[config.mk]
export PLATFORM = sky130hd
export DESIGN_NAME = hazard_ctrl
export DESIGN_NICKNAME = d
export VERILOG_FILES = /design/src/rtl/core_pkg.sv /design/src/rtl/hazard_ctrl_detect.sv /design/src/rtl/hazard_ctrl.sv
export SDC_FILE = /design/constraint.sdc
export NUM_CORES = 1
export LEC_CHECK = 0
export ABC_AREA = 1
export BUFFER_PORTS_ARGS = -buffer_cell sky130_fd_sc_hd__buf_2
export CAP_MARGIN = 5
export CELL_PAD_IN_SITES_DETAIL_PLACEMENT = 1
export CELL_PAD_IN_SITES_GLOBAL_PLACEMENT = 2
export CORE_UTILIZATION = 24
export DETAILED_ROUTE_END_ITERATION = 10
export PLACE_DENSITY_LB_ADDON = 0.3
export SYNTH_ARGS = -nofsm -noshare
export SYNTH_HDL_FRONTEND = slang
export SYNTH_SLANG_ARGS = --single-unit
export TNS_END_PERCENT = 10
[constraint.sdc]
create_clock -name clk -period 1.55 [get_ports clk]
set_input_delay 0.155 -clock clk [delete_from_list [all_inputs] [get_ports clk]]
set_output_delay 0.155 -clock clk [all_outputs]
set_load 0.05 [all_outputs]
[src/rtl/core_pkg.sv]
// core_pkg: shared pipeline types for the in-order core.
// Provides the ID/EX/MEM pipeline bus and the hazard controller state enum.
package core;

    typedef enum logic [1:0] {
        RUN      = 2'd0,
        LU_STALL = 2'd1,
        MEM_WAIT = 2'd2
    } hazard_state_t;

    typedef struct packed {
        logic       valid;
        logic [4:0] rs1;
        logic [4:0] rs2;
        logic [4:0] rd;
        logic       is_load;
        logic       is_mem;
        logic       uses_rs1;
        logic       uses_rs2;
    } pipeline_bus_t;

endpackage

[src/rtl/hazard_ctrl_detect.sv]
// hazard_detect: combinational hazard terms from the ID, EX and MEM buses.
// Ports: id_bus_i/ex_bus_i/mem_bus_i - stage buses; branch_taken_i - EX branch taken;
//        dmem_ready_i - data memory done; load_use_o, mem_wait_o, br_o - hazard terms.
module hazard_detect
    import core::*;
(
    input  pipeline_bus_t id_bus_i,
    input  pipeline_bus_t ex_bus_i,
    input  pipeline_bus_t mem_bus_i,
    input  logic          branch_taken_i,
    input  logic          dmem_ready_i,
    output logic          load_use_o,
    output logic          mem_wait_o,
    output logic          br_o
);

    // Only a subset of each bus matters here; fold the rest away.
    logic unused_ok;
    assign unused_ok = ^{id_bus_i, ex_bus_i, mem_bus_i};

    assign load_use_o = ex_bus_i.valid & ex_bus_i.is_load & (ex_bus_i.rd != 5'd0) & id_bus_i.valid &
                        ((id_bus_i.uses_rs1 & (id_bus_i.rs1 == ex_bus_i.rd)) |
                         (id_bus_i.uses_rs2 & (id_bus_i.rs2 == ex_bus_i.rd)));
    assign mem_wait_o = mem_bus_i.valid & mem_bus_i.is_mem & ~dmem_ready_i;
    assign br_o       = branch_taken_i & ex_bus_i.valid;

endmodule

[src/rtl/hazard_ctrl.sv]
// hazard_ctrl: load-use stall, memory-wait freeze and branch-flush controller.
// Ports: clk, rst (async, active-high); id/ex/mem_bus_i - stage buses; branch_taken_i;
//        dmem_ready_i; stall_fe_o, bubble_o, freeze_o, flush_o - Mealy controls;
//        state_o - FSM state; stall_cycles_o - saturating stall count; mem_timeout_o - sticky.
module hazard_ctrl
    import core::*;
#(
    parameter int LU_CYCLES   = 1,
    parameter int MEM_TIMEOUT = 255,
    parameter int CNT_W       = 32
) (
    input  logic                 clk,
    input  logic                 rst,
    input  pipeline_bus_t        id_bus_i,
    input  pipeline_bus_t        ex_bus_i,
    input  pipeline_bus_t        mem_bus_i,
    input  logic                 branch_taken_i,
    input  logic                 dmem_ready_i,
    output logic                 stall_fe_o,
    output logic                 bubble_o,
    output logic                 freeze_o,
    output logic                 flush_o,
    output hazard_state_t        state_o,
    output logic [CNT_W-1:0]     stall_cycles_o,
    output logic                 mem_timeout_o
);

    localparam int TW = $clog2(MEM_TIMEOUT + 1);
    localparam logic [TW-1:0] TO_MAX = TW'(MEM_TIMEOUT);
    localparam logic [2:0] LU_INIT = 3'(LU_CYCLES - 1);

    hazard_state_t state_q, state_d, eff;
    logic [2:0] lu_cnt_q, lu_cnt_d;
    logic ret_lu_q, ret_lu_d;
    logic [TW-1:0] to_cnt_q, to_cnt_d;
    logic [CNT_W-1:0] cnt_q;
    logic to_q;
    logic load_use, mem_wait, br;
    logic stall, bubble, freeze, flush;

    hazard_detect u_detect (
        .id_bus_i       (id_bus_i),
        .ex_bus_i       (ex_bus_i),
        .mem_bus_i      (mem_bus_i),
        .branch_taken_i (branch_taken_i),
        .dmem_ready_i   (dmem_ready_i),
        .load_use_o     (load_use),
        .mem_wait_o     (mem_wait),
        .br_o           (br)
    );

    always_comb begin
        // On the MEM_WAIT exit cycle, behave as the state being returned to.
        eff = (state_q == MEM_WAIT) ? ((ret_lu_q && lu_cnt_q != 3'd0) ? LU_STALL : RUN) : state_q;
        state_d  = eff;
        lu_cnt_d = lu_cnt_q;
        ret_lu_d = ret_lu_q;
        to_cnt_d = to_cnt_q;
        stall    = 1'b0;
        bubble   = 1'b0;
        freeze   = 1'b0;
        flush    = 1'b0;
        if (mem_wait) begin
            freeze   = 1'b1;
            state_d  = MEM_WAIT;
            ret_lu_d = (state_q == MEM_WAIT) ? ret_lu_q : (state_q == LU_STALL);
            to_cnt_d = (state_q != MEM_WAIT) ? TW'(1) : (to_cnt_q == TO_MAX) ? to_cnt_q : to_cnt_q + 1'b1;
        end else if (eff == LU_STALL) begin
            stall    = 1'b1;
            bubble   = 1'b1;
            lu_cnt_d = lu_cnt_q - 3'd1;
            state_d  = (lu_cnt_q == 3'd1) ? RUN : LU_STALL;
        end else if (br) begin
            flush = 1'b1;
        end else if (load_use && state_q != MEM_WAIT) begin
            stall  = 1'b1;
            bubble = 1'b1;
            if (LU_CYCLES > 1) begin
                state_d  = LU_STALL;
                lu_cnt_d = LU_INIT;
            end
        end
    end

    always_ff @(posedge clk or posedge rst) begin
        if (rst) begin
            state_q  <= RUN;
            lu_cnt_q <= 3'd0;
            ret_lu_q <= 1'b0;
            to_cnt_q <= '0;
            cnt_q    <= '0;
            to_q     <= 1'b0;
        end else begin
            state_q  <= state_d;
            lu_cnt_q <= lu_cnt_d;
            ret_lu_q <= ret_lu_d;
            to_cnt_q <= to_cnt_d;
            if ((stall || freeze) && !(&cnt_q))
                cnt_q <= cnt_q + 1'b1;
            // A wait longer than MEM_TIMEOUT cycles trips the sticky flag.
            if (state_q == MEM_WAIT && mem_wait && to_cnt_q == TO_MAX)
                to_q <= 1'b1;
        end
    end

    assign stall_fe_o     = stall & ~rst;
    assign bubble_o       = bubble & ~rst;
    assign freeze_o       = freeze & ~rst;
    assign flush_o        = flush & ~rst;
    assign state_o        = state_q;
    assign stall_cycles_o = cnt_q;
    assign mem_timeout_o  = to_q;

endmodule

==> impl_metrics.csv, run 1 <==
group,metric,value,unit
setup_path,rrSetupSlack,-0.09,ns
floorplan,ioPinCount,103,
sta,final_max_slew_viol_count,0,
detailed_routing,drc,0,
detailed_routing,postRouteAntennaNets,0,
sta,finClkSkew,0.00860,ns
floorplan,chipWidth,118,um
logic_synthesis,ys_seq_elements,47,
setup_path,max_stage_delay,0.43,ns
pwr,power.leakage,0.00247,uW
setup_path,path_max_fanout,3,
logic_synthesis,syn_inst,481,
setup_path,crit_chain,"inv_2 -> nor2_4 -> nor2_2 -> nand3_1 -> nor2_1 -> nand2_2 -> a211oi_4 -> buf_6",
global_route,antenna_found_initial,0,
logic_synthesis,ys_top_cells_by_count,"189 x nand2_1, 57 x nor2_1, 51 x nand3_1, 48 x inv_1, 47 x dfrtp_1",
global_route,grt_remaining_overflow,0,
logic_synthesis,yosysMostFrequentCell,"nand2_1",
clock_tree,clockBufferDepth,2,
sta,rsz0062_at_grt,"yes",
sta,max_slew_margin,0.767,
status,violations,"setup timing",
clock_tree,cts_inserted_buffers,5,
logic_synthesis,ys_types,33,
placement,post-place-ws,-0.252,ns
sta,setup_violations,35,
floorplan,start_util,0.250,
setup_path,cp.arrival,1.72,ns
worst_hold_path,hold_class,"in2reg",
run,drv_cap,0,
sta,min_period,1.88,ns
detailed_routing,vias,3542,
setup_path,critPathLaunchType,"register",
floorplan,die_area,13800,um2
global_route,grt_max_degree,48,
sta,period_share,1.21,
pwr,powerDensity,869,nW/um2
logic_synthesis,postSynthAreaPerCell,6.66,um2
final_layout,fillCellCount,1641,
clock_tree,clk_pin_slew,0.06,ns
floorplan,core_area,12800,um2
pwr,fin_total_pwr,4030,uW
floorplan,row_count,41,
logic_synthesis,synth_top_area_cell,"dfrtp_1",
detailed_routing,wl_per_cell,13.3,um
clock_tree,cts_sinks,47,
sta,fin_ws,-0.327,ns
final_layout,diodes,0,
detailed_routing,avgViaCountPerCell,4.46,
sta,tightestPinTransition,0.347,ns
detailed_routing,routed_wl,10600,um
global_route,grt_usage,0.163,
logic_synthesis,syn-num-nets,550,
setup_path,cp_slowest_cell,"dfrtp_2",
setup_path,critical_path_buf_inv_count,2,
setup_path,critPathKind,"reg2out",
logic_synthesis,ys_async_sr_fraction,1.00,
detailed_routing,dr.pass1.iters,4,
final_layout,drive_gt1_frac,0.315,
logic_synthesis,yosysTopAreaCellShare,0.367,
clock_tree,root_buffer,"clkbuf_16",
placement,hpwl,8510,um
clock_tree,htree_levels,2,
final_layout,area_delta_synth_final,44.9,%
sta,fmaxAchievable,0.533,GHz
status,outcome,"finished with violations",
logic_synthesis,synth_area_leaders,"dfrtp_1 37%, nand2_1 22%, nand3_1 8.0%",
placement,io_buffers,64,
logic_synthesis,ys_seq_area_frac,0.367,
detailed_routing,drtIter0Drc,81,
clock_tree,worstSkewPairLatency,0.29,ns
setup_path,cp_top_family,"flip-flops",
global_route,first_global_vias,3742,
logic_synthesis,netlist_area,3200,um2
logic_synthesis,ys.flop_type,"dfrtp_1",
setup_path,cp-end-kind,"output pin",
sta,hold_viol_final,0,
final_layout,nets,690,
logic_synthesis,synth-edff-count,0,
pwr,peakVddDrop,317,uV
placement,place_congestion,0.790,
setup_path,cp_data_required_time,1.39,ns
global_route,grt_first_pass_wirelength,18200,um
logic_synthesis,yosys_warnings,0,
clock_tree,cts_tree,"done",
floorplan,die_y,118,um
final cells by class:
type / count / area (um2) / share of cell area
multi-input cells: 375 / 1920 / 0.414
flip-flops and latches: 47 / 1190 / 0.256
repair buffers: 143 / 992 / 0.214
well taps: 172 / 215 / 0.0464
inverters: 49 / 184 / 0.0396
clock buffers: 5 / 125 / 0.0270
clock inverters: 3 / 15.0 / 0.00324
sequential cells by signal, summed over array words and instances, names as in the netlist:
name,count
ret_lu_q,1
lu_cnt_q,3
to_cnt_q,8
stall_cycles_o,32
mem_timeout_o,1
state_o,2
cell usage in the layout (no fill, tap or decap), types with 4 or more instances in the layout:
| cell type | count |
|---|---|
| buf_2 | 61 |
| clkbuf_16 | 5 |
| nand3b_1 | 8 |
| buf_4 | 72 |
| nand4_1 | 5 |
| o21ai_0 | 5 |
| nor2_2 | 7 |
| inv_2 | 6 |
| buf_6 | 5 |
| dfrtp_2 | 9 |
| dfrtp_1 | 38 |
| nor2_1 | 50 |
| nand2_2 | 6 |
| nand3_1 | 50 |
| nand2_1 | 182 |
| nor3_1 | 11 |
| inv_1 | 43 |
| buf_12 | 4 |
| xnor2_1 | 8 |
| xor2_1 | 14 |
worst register-to-register path, cell delays in order, from the launching register on:
cell and delay (ns):
dfrtp_2 0.40, ha_4 0.16, nand3_4 0.09, nor2_4 0.15, nand2_4 0.09, nor2_4 0.13
nand3_4 0.15, buf_6 0.20, nand3_1 0.09, nand2_1 0.06
power by group:
group	switching [uW]	internal, uW	leakage (uW)
Clock	487	590	0.0000733
Combinational	866	611	0.00178
Sequential	122	1350	0.000621
metrics by stage:
step                      TNS [ns]  instances  area (um2)  utilization  hold slack (ns)
after floorplan              -8.37        481        3270            -            0.377
after global placement       -4.70        784        4360        0.340            0.280
after detailed placement     -7.69        784        4360        0.340            0.280
after CTS                    -4.35        794        4600        0.359            0.298
after global routing         -7.60        794        4640        0.362            0.352
final                        -3.44        794        4640        0.362            0.308
per-layer routing:
| metal | track usage | wire length, um |
|---|---|---|
| met4 | 0.0409 | 113 |
| met2 | 0.289 | 5160 |
| met5 | 0 | 0 |
| met1 | 0.209 | 5030 |
| met3 | 0.0218 | 268 |
repair_timing:
action	4_1_cts	5_1_grt
endpoints found under the hold margin	47	0
gates resized for setup	22	15
pin swaps	7	6
setup buffers	1	0
setup endpoints to repair	39	41
hold buffers	1	0
cloned	0	0
logic make-up (layout without fill, tap and decap cells):
logic type                 count (synthesis)  count (layout)  synth area share
AOI/OAI and AO/OA                         15              15            0.0285
xor gates and xnor gates                  22              22            0.0602
adders and majority gates                  5               5            0.0195
buffers and inverters                     59             200            0.0789
DFF                                       47              47             0.367
and+or+nand+nor                          333             333             0.446
path summary, 6_finish.rpt:
check / start / end / cells after the start
max reg2reg: stall_cycles_o[1]$_DFFE_PP0P_ / stall_cycles_o[16]$_DFFE_PP0P_ / 9
max in group asynchronous: rst / stall_cycles_o[0]$_DFFE_PP0P_ / 4
min reg2reg: mem_timeout_o$_DFFE_PP0P_ / mem_timeout_o$_DFFE_PP0P_ / 2
min in group asynchronous: rst / stall_cycles_o[22]$_DFFE_PP0P_ / 4
min: dmem_ready_i / state_o[1]$_DFF_PP0_ / 4
max: state_o[1]$_DFF_PP0_ / bubble_o / 8
No activity file was read; power rests on OpenSTA's default activity.
==> run 2: changes to the inputs <==
CELL_PAD_IN_SITES_DETAIL_PLACEMENT = not set   (was 1)
CELL_PAD_IN_SITES_GLOBAL_PLACEMENT = not set   (was 2)
CORE_UTILIZATION = 36   (was 24)
SLEW_MARGIN = 0   (was not set)
clock period = 2.4 ns   (was 1.55 ns; I/O delays follow)
==> run 2 against run 1 <==
  * Core utilization grew 7.9 points
  * Via count shrank 11%
  * Routed wire length shrank 27%
  * Largest cell class unchanged
  * The flow now finishes without violations
  * Critical path depth is the same
==> impl_metrics.csv, run 2 (synthesized netlist as in run 1, its figures left out) <==
group,metric,value,unit
final_layout,drive_gt1_frac,0.173,
final_layout,final_common_cell,"nand2_1",
pwr,peakVddDrop,225,uV
detailed_routing,wl_per_cell,11.7,um
setup_path,worstRegToRegCells,10,
sta,fin_setup_tns,0,ns
global_route,grt_usage,0.188,
sta,setup_violations,0,
clock_tree,cts_sinks,47,
setup_path,cp-end-kind,"output pin",
clock_tree,clockBufferDepth,2,
floorplan,die_area,9280,um2
clock_tree,cts_tree,"done",
final_layout,final_cell_mix,"189 x nand2_1, 64 x buf_2, 57 x nor2_1, 51 x nand3_1",
sta,hold_viol_final,0,
setup_path,cp_data_required_time,2.16,ns
floorplan,row_count,34,
sta,finClkSkew,0.0107,ns
placement,place_congestion,0.952,
clock_tree,cts-resized-gates,0,
worst_hold_path,hold_class,"in2reg",
detailed_routing,postRouteAntennaNets,0,
sta,max_slew_margin,0.752,
pwr,fin_total_pwr,2270,uW
detailed_routing,routed_wl,7760,um
final_layout,area_delta_synth_final,19.3,%
clock_tree,worstSkewPairLatency,0.31,ns
global_route,grt_first_pass_wirelength,13700,um
detailed_routing,drc,0,
detailed_routing,dr.pass1.iters,4,
final_layout,nets,622,
run,drv_cap,0,
floorplan,core_area,8680,um2
sta,rsz0062_at_grt,"yes",
pwr,powerDensity,594,nW/um2
final_layout,diodes,0,
clock_tree,cts_setup_buffers,0,
setup_path,critPathLaunchType,"register",
floorplan,start_util,0.369,
floorplan,ioPinCount,103,
sta,tightestPinTransition,0.370,ns
detailed_routing,vias,3148,
sta,min_period,2.24,ns
global_route,grt_remaining_overflow,0,
worst_hold_path,hold_depth,5,
global_route,grt_max_degree,28,
clock_tree,cts_inserted_buffers,5,
pwr,power.leakage,0.00210,uW
clock_tree,clk_pin_slew,0.09,ns
clock_tree,root_buffer,"clkbuf_8",
global_route,antenna_found_initial,0,
floorplan,die_y,96.3,um
setup_path,cp.arrival,2.00,ns
detailed_routing,drtIter0Drc,142,
status,outcome,"complete, no violations",
clock_tree,htree_levels,2,
sta,period_share,0.935,
placement,io_buffers,64,
sta,final_max_slew_viol_count,0,
sta,fmaxAchievable,0.446,GHz
setup_path,path_max_fanout,4,
global_route,first_global_vias,3032,
detailed_routing,avgViaCountPerCell,4.76,
floorplan,chipWidth,96.3,um
final_layout,largest_reg_flops,32,
setup_path,critPathKind,"reg2out",
placement,hpwl,6240,um
[run 2: cell count changes in the layout (fill, tap and decap cells not counted), moves of 6 or more]
cell and delta:
nor2_2 -6, nor2_1 +7, buf_4 -62, dfrtp_2 -9
nand2_1 +7, dfrtp_1 +9
[run 2: layout make-up]
cell class / count / area [um2]
clock buffer: 5 / 68.8
tap: 108 / 135
clock inverter: 3 / 67.6
multi-input combinational: 375 / 1790
fill: 953 / 4860
timing repair buffer: 75 / 405
sequential: 47 / 1180
inverter: 49 / 184
[run 2: final timing paths]
kind	startpoint	endpoint	slack [ns]
worst max-delay path	lu_cnt_q[0]$_DFFE_PP0P_	stall_fe_o	0.16
worst min-delay path	dmem_ready_i	ret_lu_q$_DFFE_PP0P_	0.34
worst max register to register	stall_cycles_o[0]$_DFFE_PP0P_	stall_cycles_o[3]$_DFFE_PP0P_	0.25
worst min register to register	mem_timeout_o$_DFFE_PP0P_	mem_timeout_o$_DFFE_PP0P_	0.48
max in group asynchronous	rst	stall_cycles_o[0]$_DFFE_PP0P_	1.46
min in group asynchronous	rst	state_o[0]$_DFF_PP0_	0.39
[run 2: power breakdown]
group | internal, uW | switching, uW
Sequential | 867 | 74.6
Combinational | 190 | 438
Clock | 416 | 287
Total | 1470 | 800
[run 2: repair_timing]
action | in CTS | in global routing
hold buffers | 1 | 0
endpoints found under the hold margin | 4 | 0
endpoints found under the setup margin | 0 | 2
[run 2: layer usage]
| layer | vias to the layer above | GRT usage | share of wire |
|---|---|---|---|
| li1 | 1655 | - | - |
| met1 | 1436 | 0.252 | 0.48 |
| met2 | 51 | 0.316 | 0.47 |
| met3 | 6 | 0.0308 | 0.036 |
| met4 | 0 | 0.0453 | 0.0098 |
| met5 | - | 0 | 0 |
[run 2: through the flow]
| stage | area, um2 | hold WS (ns) | worst slack [ns] | cells | util |
|---|---|---|---|---|---|
| floorplan | 3210 | 0.443 | -0.0794 | 481 | - |
| global placement | 3680 | 0.157 | 0.259 | 653 | 0.424 |
| detailed placement | 3680 | 0.160 | 0.226 | 653 | 0.424 |
| CTS | 3820 | 0.343 | 0.133 | 662 | 0.440 |
| global route | 3820 | 0.360 | -0.00871 | 662 | 0.440 |
| finish | 3820 | 0.340 | 0.157 | 662 | 0.440 |
[run 2: worst max-delay path, cell delays in order, from the launching register on]
cell	delay [ns]
dfrtp_1	0.36
inv_1	0.08
ha_1	0.20
nand2_1	0.06
a31oi_1	0.09
nor2_1	0.25
inv_1	0.13
a211oi_2	0.24
buf_2	0.29
==> run 3: changes to the inputs <==
==> constraint.sdc (replaced) <==
create_clock -name clk -period 2.4 [get_ports clk]
set_input_delay 0.12 -clock clk [delete_from_list [all_inputs] [get_ports clk]]
set_output_delay 0.12 -clock clk [all_outputs]
set_load 0.05 [all_outputs]
==> run 3 against run 2 <==
  * The flow now finishes with violations (hold timing)
  * Routed wire length rose by 3.1%
  * Final cell count shrank 0.45%
  * Design area decreased by 1.2%
  * Sequential cell count stayed put
  * Core utilization decreased by 0.52 points
==> impl_metrics.csv, run 3 (synthesized netlist as in run 1, its figures left out) <==
group,metric,value,unit
status,outcome,"finished with violations",
status,violations,"hold timing",
sta,final_max_slew_viol_count,0,
placement,io_buffers,64,
detailed_routing,drtIter0Drc,123,
global_route,first_global_vias,3027,
floorplan,die_area,9280,um2
setup_path,critPathKind,"reg2out",
global_route,antenna_found_initial,0,
floorplan,ioPinCount,103,
sta,max_slew_margin,0.607,
final_layout,final_common_cell,"nand2_1",
floorplan,core_area,8680,um2
final_layout,diodes,0,
clock_tree,clockBufferDepth,2,
setup_path,cp_data_required_time,2.28,ns
detailed_routing,wl_per_cell,12.1,um
run,drv_cap,0,
clock_tree,clk_pin_slew,0.08,ns
clock_tree,cts_sinks,47,
sta,hold_viol_final,1,
detailed_routing,postRouteAntennaNets,0,
final_layout,largest_reg_flops,32,
final_layout,final_cell_mix,"189 x nand2_1, 64 x buf_2, 57 x nor2_1, 51 x nand3_1",
final_layout,area_delta_synth_final,17.9,%
detailed_routing,drc,0,
floorplan,chipWidth,96.3,um
setup_path,worstRegToRegCells,11,
final_layout,fin_cells,659,
clock_tree,root_buffer,"clkbuf_8",
sta,fmaxAchievable,0.477,GHz
sta,period_share,0.873,
final_layout,drive_gt1_frac,0.167,
sta,hold_slack,-0.00345,ns
sta,min_period,2.10,ns
final_layout,nets,620,
detailed_routing,avgViaCountPerCell,4.77,
clock_tree,cts_inserted_buffers,5,
clock_tree,cts_hold_buf,0,
sta,tightestPinTransition,0.590,ns
global_route,grt_usage,0.189,
clock_tree,cts_setup_buffers,0,
sta,rsz0062_at_grt,"no",
global_route,grt_max_degree,48,
pwr,powerDensity,570,nW/um2
setup_path,path_max_fanout,4,
clock_tree,worstSkewPairLatency,0.30,ns
sta,fin_setup_tns,0,ns
detailed_routing,routed_wl,8000,um
pwr,peakVddDrop,283,uV
setup_path,cp-end-kind,"output pin",
setup_path,cp.arrival,1.98,ns
floorplan,die_y,96.3,um
detailed_routing,vias,3141,
clock_tree,cts-resized-gates,0,
sta,finClkSkew,0.00217,ns
pwr,fin_total_pwr,2150,uW
floorplan,row_count,34,
global_route,grt_remaining_overflow,0,
global_route,grt_first_pass_wirelength,13800,um
placement,place_congestion,0.918,
clock_tree,htree_levels,2,
pwr,power.leakage,0.00208,uW
placement,hpwl,6340,um
sta,setup_violations,0,
detailed_routing,dr.pass1.iters,4,
placement,dpl.cell_count,652,
worst_hold_path,hold_class,"in2async",
floorplan,start_util,0.369,
setup_path,critPathLaunchType,"register",
clock_tree,cts_tree,"done",
==> run 3: cell types whose count changed in the layout (fill, tap and decap cells not counted), sizes merged <==
| cell | delta |
|---|---|
| dlygate4sd3 | -1 |
| buf | -1 |
| clkbuf | +1 |
| clkinvlp | -1 |
| bufinv | -1 |
==> run 3: area by class of cell <==
class                   count  area, um2
repair buffers             73        400
clock inverters             1       30.0
multi-input cells         375       1780
inverters                  49        184
fillers                   930       4900
clock buffers               6       72.6
flip-flops and latches     47       1180
well taps                 108        135
==> run 3: routing by layer <==
layer,wire length [um],vias up,global-route usage
li1,-,1646,-
met1,3750,1423,0.236
met2,3820,62,0.330
met3,310,10,0.0387
met4,120,0,0.0527
met5,0,-,0
==> run 3: final timing paths <==
path	startpoint	to	slack, ns
worst max register to register	stall_cycles_o[1]$_DFFE_PP0P_	stall_cycles_o[22]$_DFFE_PP0P_	0.38
max in group asynchronous	rst	stall_cycles_o[12]$_DFFE_PP0P_	2.01
worst min-delay path	rst	state_o[1]$_DFF_PP0_	-0.003
min in group clk	dmem_ready_i	ret_lu_q$_DFFE_PP0P_	0.19
worst max-delay path	lu_cnt_q[0]$_DFFE_PP0P_	bubble_o	0.30
worst min register to register	lu_cnt_q[1]$_DFFE_PP0P_	lu_cnt_q[1]$_DFFE_PP0P_	0.49
==> run 3: metrics by stage <==
stage	util	area, um2	setup slack (ns)
global placement	0.423	3670	0.410
CTS	0.435	3780	0.274
detailed placement	0.423	3670	0.412
floorplan	-	3210	-0.138
finish	0.435	3780	0.305
global route	0.435	3780	0.0941
==> run 3: power by group <==
| group | internal (uW) | switching [uW] | total [uW] |
|---|---|---|---|
| Combinational | 202 | 449 | 651 |
| Clock | 306 | 260 | 565 |
| Sequential | 867 | 70.9 | 938 |
| Total | 1370 | 780 | 2150 |
==> run 3: critical path: stages (launching register included) <==
cell	delay, ns
dfrtp_1	0.36
inv_1	0.09
ha_1	0.21
nand2_1	0.06
a31oi_1	0.09
nor2_1	0.22
inv_1	0.12
a211oi_2	0.24
buf_2	0.29
